<file path="src/rtl/shift_seq_pkg.sv">
// Shared encodings and default sizes for the sequential shift unit.
package shift_seq_pkg;

  localparam int unsigned DEF_WIDTH = 32;
  localparam int unsigned DEF_SHW   = 5;

  typedef enum logic [1:0] {
    OP_SLL = 2'b00,
    OP_SRL = 2'b01,
    OP_SRA = 2'b10,
    OP_ROR = 2'b11
  } op_e;

  typedef enum logic [1:0] {
    IDLE  = 2'b00,
    SHIFT = 2'b01,
    DONE  = 2'b10
  } state_e;

endpackage

</file>
<file path="src/rtl/shift_step.sv">
// Combinational one-bit shift/rotate step selected by op.
module shift_step
  import shift_seq_pkg::*;
#(
  parameter int unsigned WIDTH = DEF_WIDTH
) (
  input  logic [WIDTH-1:0] acc,
  input  op_e              op,
  output logic [WIDTH-1:0] nxt
);

  always_comb begin
    nxt = acc;
    unique case (op)
      OP_SLL: nxt = {acc[WIDTH-2:0], 1'b0};
      OP_SRL: nxt = {1'b0, acc[WIDTH-1:1]};
      OP_SRA: nxt = {acc[WIDTH-1], acc[WIDTH-1:1]};
      OP_ROR: nxt = {acc[0], acc[WIDTH-1:1]};
    endcase
  end

endmodule

</file>
<file path="src/rtl/shift_seq.sv">
// Multi-cycle shift unit: one bit per clock, start/busy/done handshake, synchronous clear.
module shift_seq
  import shift_seq_pkg::*;
#(
  parameter int unsigned WIDTH = DEF_WIDTH,
  parameter int unsigned SHW   = DEF_SHW
) (
  input  logic             clk,
  input  logic             rst_n,
  input  logic             start,
  input  logic [1:0]       op,
  input  logic [WIDTH-1:0] data_in,
  input  logic [SHW-1:0]   shamt,
  input  logic             clear,
  output logic             busy,
  output logic             done,
  output logic [WIDTH-1:0] result
);

  state_e           state_q, state_d;
  op_e              op_q, op_d;
  logic [WIDTH-1:0] acc_q, acc_d;
  logic [SHW-1:0]   cnt_q, cnt_d;
  logic [WIDTH-1:0] result_q, result_d;
  logic             busy_q, busy_d;
  logic             done_q, done_d;
  logic [WIDTH-1:0] step_val;

  shift_step #(
    .WIDTH(WIDTH)
  ) u_step (
    .acc(acc_q),
    .op (op_q),
    .nxt(step_val)
  );

  always_comb begin
    state_d  = state_q;
    op_d     = op_q;
    acc_d    = acc_q;
    cnt_d    = cnt_q;
    result_d = result_q;

    if (clear) begin
      // Abort wins over everything; result is deliberately left untouched.
      state_d = IDLE;
    end else begin
      case (state_q)
        IDLE: begin
          if (start) begin
            acc_d = data_in;
            op_d  = op_e'(op);
            cnt_d = shamt;
            if (shamt == '0) begin
              state_d  = DONE;
              result_d = data_in;
            end else begin
              state_d = SHIFT;
            end
          end
        end
        SHIFT: begin
          acc_d = step_val;
          cnt_d = cnt_q - 1'b1;
          if (cnt_q == SHW'(1)) begin
            state_d  = DONE;
            result_d = step_val;
          end
        end
        DONE:    state_d = IDLE;
        default: state_d = IDLE;
      endcase
    end

    busy_d = (state_d != IDLE);
    done_d = (state_d == DONE);
  end

  always_ff @(posedge clk or negedge rst_n) begin
    if (!rst_n) begin
      state_q  <= IDLE;
      op_q     <= OP_SLL;
      acc_q    <= '0;
      cnt_q    <= '0;
      result_q <= '0;
      busy_q   <= 1'b0;
      done_q   <= 1'b0;
    end else begin
      state_q  <= state_d;
      op_q     <= op_d;
      acc_q    <= acc_d;
      cnt_q    <= cnt_d;
      result_q <= result_d;
      busy_q   <= busy_d;
      done_q   <= done_d;
    end
  end

  assign busy   = busy_q;
  assign done   = done_q;
  assign result = result_q;

endmodule
</file>
<file path="config.mk">
export PLATFORM = sky130hd
export DESIGN_NAME = shift_seq
export DESIGN_NICKNAME = d
export VERILOG_FILES = /design/src/rtl/shift_seq_pkg.sv /design/src/rtl/shift_step.sv /design/src/rtl/shift_seq.sv
export SDC_FILE = /design/constraint.sdc
export NUM_CORES = 1
export LEC_CHECK = 0
export BUFFER_PORTS_ARGS = -buffer_cell sky130_fd_sc_hd__clkbuf_2
export CELL_PAD_IN_SITES_DETAIL_PLACEMENT = 1
export CELL_PAD_IN_SITES_GLOBAL_PLACEMENT = 1
export CORE_MARGIN = 3
export CORE_UTILIZATION = 43
export DETAILED_ROUTE_END_ITERATION = 6
export GPL_ROUTABILITY_DRIVEN = 0
export PLACE_DENSITY_LB_ADDON = 0.1
export SLEW_MARGIN = 20
export SYNTH_ARGS = -nofsm -noshare
export SYNTH_HDL_FRONTEND = slang
export SYNTH_SLANG_ARGS = --single-unit
</file>
<file path="constraint.sdc">
create_clock -name clk -period 1.8 [get_ports clk]
set_input_delay 0.54 -clock clk [delete_from_list [all_inputs] [get_ports clk]]
set_output_delay 0.54 -clock clk [all_outputs]
set_load 0.05 [all_outputs]
</file>
==> results of run 1 <==
[metal layers]
layer	part of all wire	vias up
li1	-	1254
met1	0.45	1285
met2	0.49	58
met3	0.038	12
met4	0.018	0
met5	0	-
[what timing repair did]
item,CTS,global route
pin swaps,0,1
hold buffers,0,0
gates resized for setup,0,5
endpoints found under the setup margin,15,32
buffers inserted,0,2
cloned,0,3
[metrics by stage]
stage	TNS [ps]	cell area (µm²)	power, µW	hold slack [ps]
after floorplan	0	3630	4300	244
after global placement	-4310	4230	4910	470
after detailed placement	-5150	4230	5000	476
after CTS	-76.8	4470	6620	112
after global routing	0	4580	6960	124
final	0	4580	6590	112
[sequential cells by signal, summed over array words and instances (netlist names)]
| register | count |
|---|---|
| cnt_q | 5 |
| result | 32 |
| busy | 1 |
| state_q | 2 |
| done | 1 |
| op_q | 2 |
| acc_q | 32 |
[area by class of cell]
cell class	count	area, µm²
fill	855	3390
tap	102	128
sequential	75	1880
timing repair buffer	97	671
clock inverter	5	100
multi-input combinational	204	1650
clock buffer	11	141
inverter	4	15.0
[worst min path at each step]
stage,startpoint,endpoint,slack [ps],cells past startpoint
after floorplan,rst_n,acc_q[0],240,0
after global placement,result[31],result[31],470,1
after detailed placement,result[31],result[31],480,1
after CTS,rst_n,acc_q[7],110,1
after global routing,rst_n,acc_q[7],120,1
final,rst_n,cnt_q[2],110,1
[logic make-up (layout without fill, tap and decap cells)]
logic type      count (synthesis)  after routing  synth area share
flops                          75             75             0.517
mux                            98             98             0.293
compound gates                 50             50            0.0799
buf+inv                        23            117            0.0365
fa+ha+maj                       2              2           0.00689
simple gates                   54             54            0.0672
[worst reg2reg max path: cells and delay by family (launching register included)]
kind / cells / cell delay [ps]
DFF: 1 / 480
muxes: 1 / 330
and+or+nand+nor: 1 / 300
AOI/OAI and AO/OA: 1 / 220
buffers and inverters: 2 / 310
[placed cells by master (no fill, tap or decap), drive strengths merged, types with 2 or more instances in the layout]
cell / Yosys / final
o21ai: 37 / 37
nor3: 3 / 3
bufinv: 0 / 3
nand2b: 2 / 2
mux2i: 31 / 31
nor2: 10 / 10
a21oi: 5 / 5
dfrtp: 75 / 75
nand2: 32 / 32
clkbuf: 5 / 88
a21boi: 2 / 2
inv: 4 / 4
clkinv: 0 / 2
nand4b: 2 / 2
ha: 2 / 2
mux2: 67 / 67
buf: 14 / 20
[power by group]
group / switching [µW] / total, µW / internal (µW)
logic: 1580 / 2460 / 886
clock network: 645 / 1600 / 956
registers: 349 / 2520 / 2180
total: 2570 / 6590 / 4020
==> results.yml, run 1 <==
sta:
  rsz0062_at_grt: "false"
  worst_pin_slew_ps: 502
  final_max_slew_viol_count: 0
  finClkSkew_ps: 8.09
  worst_slack_ps: 45.6
  setup_viol: 0
  final.min_clock_period_ps: 1750
  fmax_mhz: 570
  hold_viol: 0
  relSlewSlack: 0.665
  timing.final.crit_share: 0.975
critical_path:
  timing.rr.end: "result[28]"
  worstPathRequired_ps: 2030
  critPathBufInv: 2
  ff2ff_path_depth: 5
  endpoint_kind: "flip-flop"
  crit_cells: 5
  crit_chain: "nand4b_1, a21boi_4, buf_12, clkbuf_16, mux2_2"
  setup.worst_path.start_class: "flip-flop"
  crit_slowest_cell: "dfrtp_1"
  cp_slowest_stage_delay_ps: 480
  cp-startpoint: "state_q[0]"
  r2r_start: "state_q[0]"
  endpoint: "result[28]"
  critPathKind: "flip-flop to flip-flop"
  critPathMaxFanout: 8
  worstPathArrival_ps: 1980
  crit_family: "flip-flops"
  rrSetupSlack_ps: 50
floorplan:
  die_area_um2: 9590
  num_rows: 32
  initial_utilization: 0.456
  num_io_pins: 77
  die_w_um: 97.9
  core_area_um2: 7970
  die_y_um: 97.9
clock_network:
  numCtsBuffers: 9
  cts-root-buf: "clkbuf_8"
  cts_tree: "done"
  htree_levels: 3
  clock_sinks: 75
  clkTransAtPathRegs_ps: 80
  clock_path_buffers: 2
  clk-insertion-delay-late_ps: 350
place:
  hpwl_um: 5910
  port_buffers: 76
  place_ws_ps: -182
  dp_cells: 477
outcome:
  outcome: "finished, final reports clean"
synth:
  yosysTopAreaCell: "dfrtp_1"
  ys_ff_latch: 75
  yosys_warnings: 0
  yosys-top-cells-area: "dfrtp_1 (52%), mux2_2 (20%), mux2i_1 (8.5%)"
  yosys-top-cells-count: "dfrtp_1 (75), mux2_2 (63), o21ai_0 (33), nand2_1 (32), mux2i_1 (31)"
  ys_seq_area_frac: 0.517
  synth_edf_count: 0
  syn_area_per_cell_um2: 12.0
  syn_nets: 347
  syn_area_um2: 3630
  postSynthCellCount: 302
  yosysTopAreaCellShare: 0.517
  async_flop_share: 1.00
  yosysMostFrequentCell: "dfrtp_1"
  ys_types: 33
  yosys_most_used_dff: "dfrtp_1"
grt:
  grt_usage: 0.185
  use_met2: 0.300
  grtUsageMet3: 0.0371
  grt_pass1_wl_um: 14200
  grt_max_degree: 35
  grt_busiest_layer: "met2"
  antenna_found_initial: 0
  grt_pass1_vias: 2828
  grt_util_met1: 0.241
  grt.overflow.total: 0
cells_and_area:
  drive_above_1_share: 0.465
  syn_to_final_growth_pct: 26.0
  diodes: 0
  fin_util: 0.575
  stdcell_count: 498
  final_nets: 436
detailed_routing:
  drt-total-wl_um: 8990
  wl_per_cell_um: 18.1
  drc: 0
  drt_iter0_markers: 70
  drt-pass1-iter-count: 4
  routed-via-count: 2609
  post_drt_via_cell_ratio: 5.24
  postRouteAntennaNets: 0
worst_hold_path:
  min_path_type: "input pin to asynchronous set/reset pin"
power:
  pwr_density_cell_nw_per_um2: 1440
  p_leak_uw: 0.00211
  ir_drop_mv: 0.783
flow_run:
  cap_violations: 0
No activity file was read; power rests on OpenSTA's default activity.
==> run 2, diff against run 1 <==
--- a/config.mk
+++ b/config.mk
@@ -6,13 +6,11 @@
 export NUM_CORES = 1
 export LEC_CHECK = 0
 export BUFFER_PORTS_ARGS = -buffer_cell sky130_fd_sc_hd__clkbuf_2
-export CELL_PAD_IN_SITES_DETAIL_PLACEMENT = 1
-export CELL_PAD_IN_SITES_GLOBAL_PLACEMENT = 1
 export CORE_MARGIN = 3
-export CORE_UTILIZATION = 43
+export CORE_UTILIZATION = 54
 export DETAILED_ROUTE_END_ITERATION = 6
 export GPL_ROUTABILITY_DRIVEN = 0
-export PLACE_DENSITY_LB_ADDON = 0.1
+export PLACE_DENSITY = 0.79
 export SLEW_MARGIN = 20
 export SYNTH_ARGS = -nofsm -noshare
 export SYNTH_HDL_FRONTEND = slang
==> run 2 against run 1 <==
Effect of this change: cell count decreased by 6.6%; largest cell class unchanged; clock power decreased by 9%; critical endpoint is now result[9]; combinational power decreased by 3%; critical path type unchanged; setup slack got worse by 13 ps; wire length decreased by 20%.
==> results.yml, run 2 (synthesis gave the netlist of run 1 again) <==
critical_path:
  worstPathRequired_ps: 2020
  crit_family: "flip-flops"
  endpoint_kind: "flip-flop"
  critPathKind: "flip-flop to flip-flop"
  crit_chain: "inv_1, ha_1, nand4b_1, a21boi_4, buf_12, mux2_2"
  worstPathArrival_ps: 1990
  cp_slowest_stage_delay_ps: 390
  setup.worst_path.start_class: "flip-flop"
  critPathBufInv: 2
  crit_slowest_cell: "dfrtp_1"
  critPathMaxFanout: 18
worst_hold_path:
  min_path_type: "input pin to asynchronous set/reset pin"
floorplan:
  num_rows: 29
  die_w_um: 88.0
  initial_utilization: 0.566
  die_area_um2: 7750
  die_y_um: 88.0
  core_area_um2: 6420
  num_io_pins: 77
sta:
  final.min_clock_period_ps: 1770
  worst_slack_ps: 32.9
  finClkSkew_ps: 7.05
  fmax_mhz: 566
  rsz0062_at_grt: "true"
  hold_viol: 0
  final.setup.tns_ps: 0
  holdWs_ps: 193
  timing.final.crit_share: 0.982
  relSlewSlack: 0.675
  setup_viol: 0
  final_max_slew_viol_count: 0
  worst_pin_slew_ps: 486
clock_network:
  numCtsBuffers: 9
  htree_levels: 3
  cts-root-buf: "clkbuf_8"
  clock_sinks: 75
  clk-insertion-delay-late_ps: 340
  cts_resized: 0
  cts_tree: "done"
  cts.repair_timing.setup_buffer_count: 0
  clock_path_buffers: 2
  clkTransAtPathRegs_ps: 80
place:
  place_ws_ps: -169
  hpwl_um: 5020
  port_buffers: 76
  dp_cells: 450
detailed_routing:
  drt_iter0_markers: 140
  postRouteAntennaNets: 0
  drc: 0
  drt-total-wl_um: 7150
  post_drt_via_cell_ratio: 5.49
  routed-via-count: 2555
  wl_per_cell_um: 15.4
  drt-pass1-iter-count: 4
cells_and_area:
  seqCellArea_um2: 1880
  drive_above_1_share: 0.448
  layout_common_cells: "dfrtp_1 (75), clkbuf_2 (75), mux2_2 (63)"
  fill_cells: 497
  multiInputGateArea_um2: 1630
  stdcell_count: 465
  diodes: 0
  syn_to_final_growth_pct: 21.7
  final_nets: 429
grt:
  grt_pass1_wl_um: 12400
  grt_usage: 0.207
  grt_max_degree: 76
  antenna_found_initial: 0
  grt_pass1_vias: 2692
  grt.overflow.total: 0
outcome:
  outcome: "finished, final reports clean"
power:
  pwr_density_cell_nw_per_um2: 1440
  finalPower_uw: 6360
  p_leak_uw: 0.00206
  ir_drop_mv: 0.786
flow_run:
  cap_violations: 0
==> run 2: final cells by class <==
| type | instances | share of cell area |
|---|---|---|
| Sequential cell | 75 | 0.425 |
| Multi-Input combinational cell | 204 | 0.369 |
| Timing Repair Buffer | 90 | 0.130 |
| Clock buffer | 11 | 0.0342 |
| Tap cell | 77 | 0.0218 |
| Clock inverter | 4 | 0.0167 |
| Inverter | 4 | 0.00340 |
==> run 2: worst paths after layout <==
check                           startpoint    endpoint  slack [ps]  cells after the start
worst max-delay path              cnt_q[1]   result[9]          30                      6
worst min-delay path                 rst_n   result[3]         190                      2
worst max register to register    cnt_q[1]   result[9]          30                      6
worst min register to register   result[6]   result[6]         500                      1
max in group asynchronous            rst_n  result[26]        1280                      2
min in group clk                     op[1]     op_q[1]         440                      2
==> run 2: what timing repair did <==
item | CTS | global route
pin swaps | 1 | 0
hold buffers | 0 | 0
hold endpoints to repair | 0 | 0
setup endpoints to repair | 1 | 24
==> run 2: layer usage <==
layer | vias to the layer above | track usage | wire [µm]
li1 | 1237 | - | -
met1 | 1241 | 0.274 | 3200
met2 | 61 | 0.325 | 3450
met3 | 16 | 0.0527 | 332
met4 | 0 | 0.0907 | 167
met5 | - | 0 | 0
==> run 2: stage by stage <==
step                      cell area (µm²)  utilization
final                                4420        0.688
after global placement               4200        0.653
after detailed placement             4200        0.653
after CTS                            4420        0.688
after global routing                 4420        0.688
after floorplan                      3630            -
==> run 2: worst register-to-register path: cells and delay by family, from the launching register on <==
kind                     cells  cell delay (ps)
buffers and inverters        2              300
AND/OR/NAND/NOR              1              180
AO/OA/AOI/OAI                1              250
flip-flops                   1              390
adder cells (fa/ha/maj)      1              190
multiplexers                 1              350
==> run 2: power breakdown <==
group / switching, µW / internal, µW / total [µW]
registers: 341 / 2180 / 2520
clock network: 599 / 849 / 1450
logic: 1530 / 862 / 2390
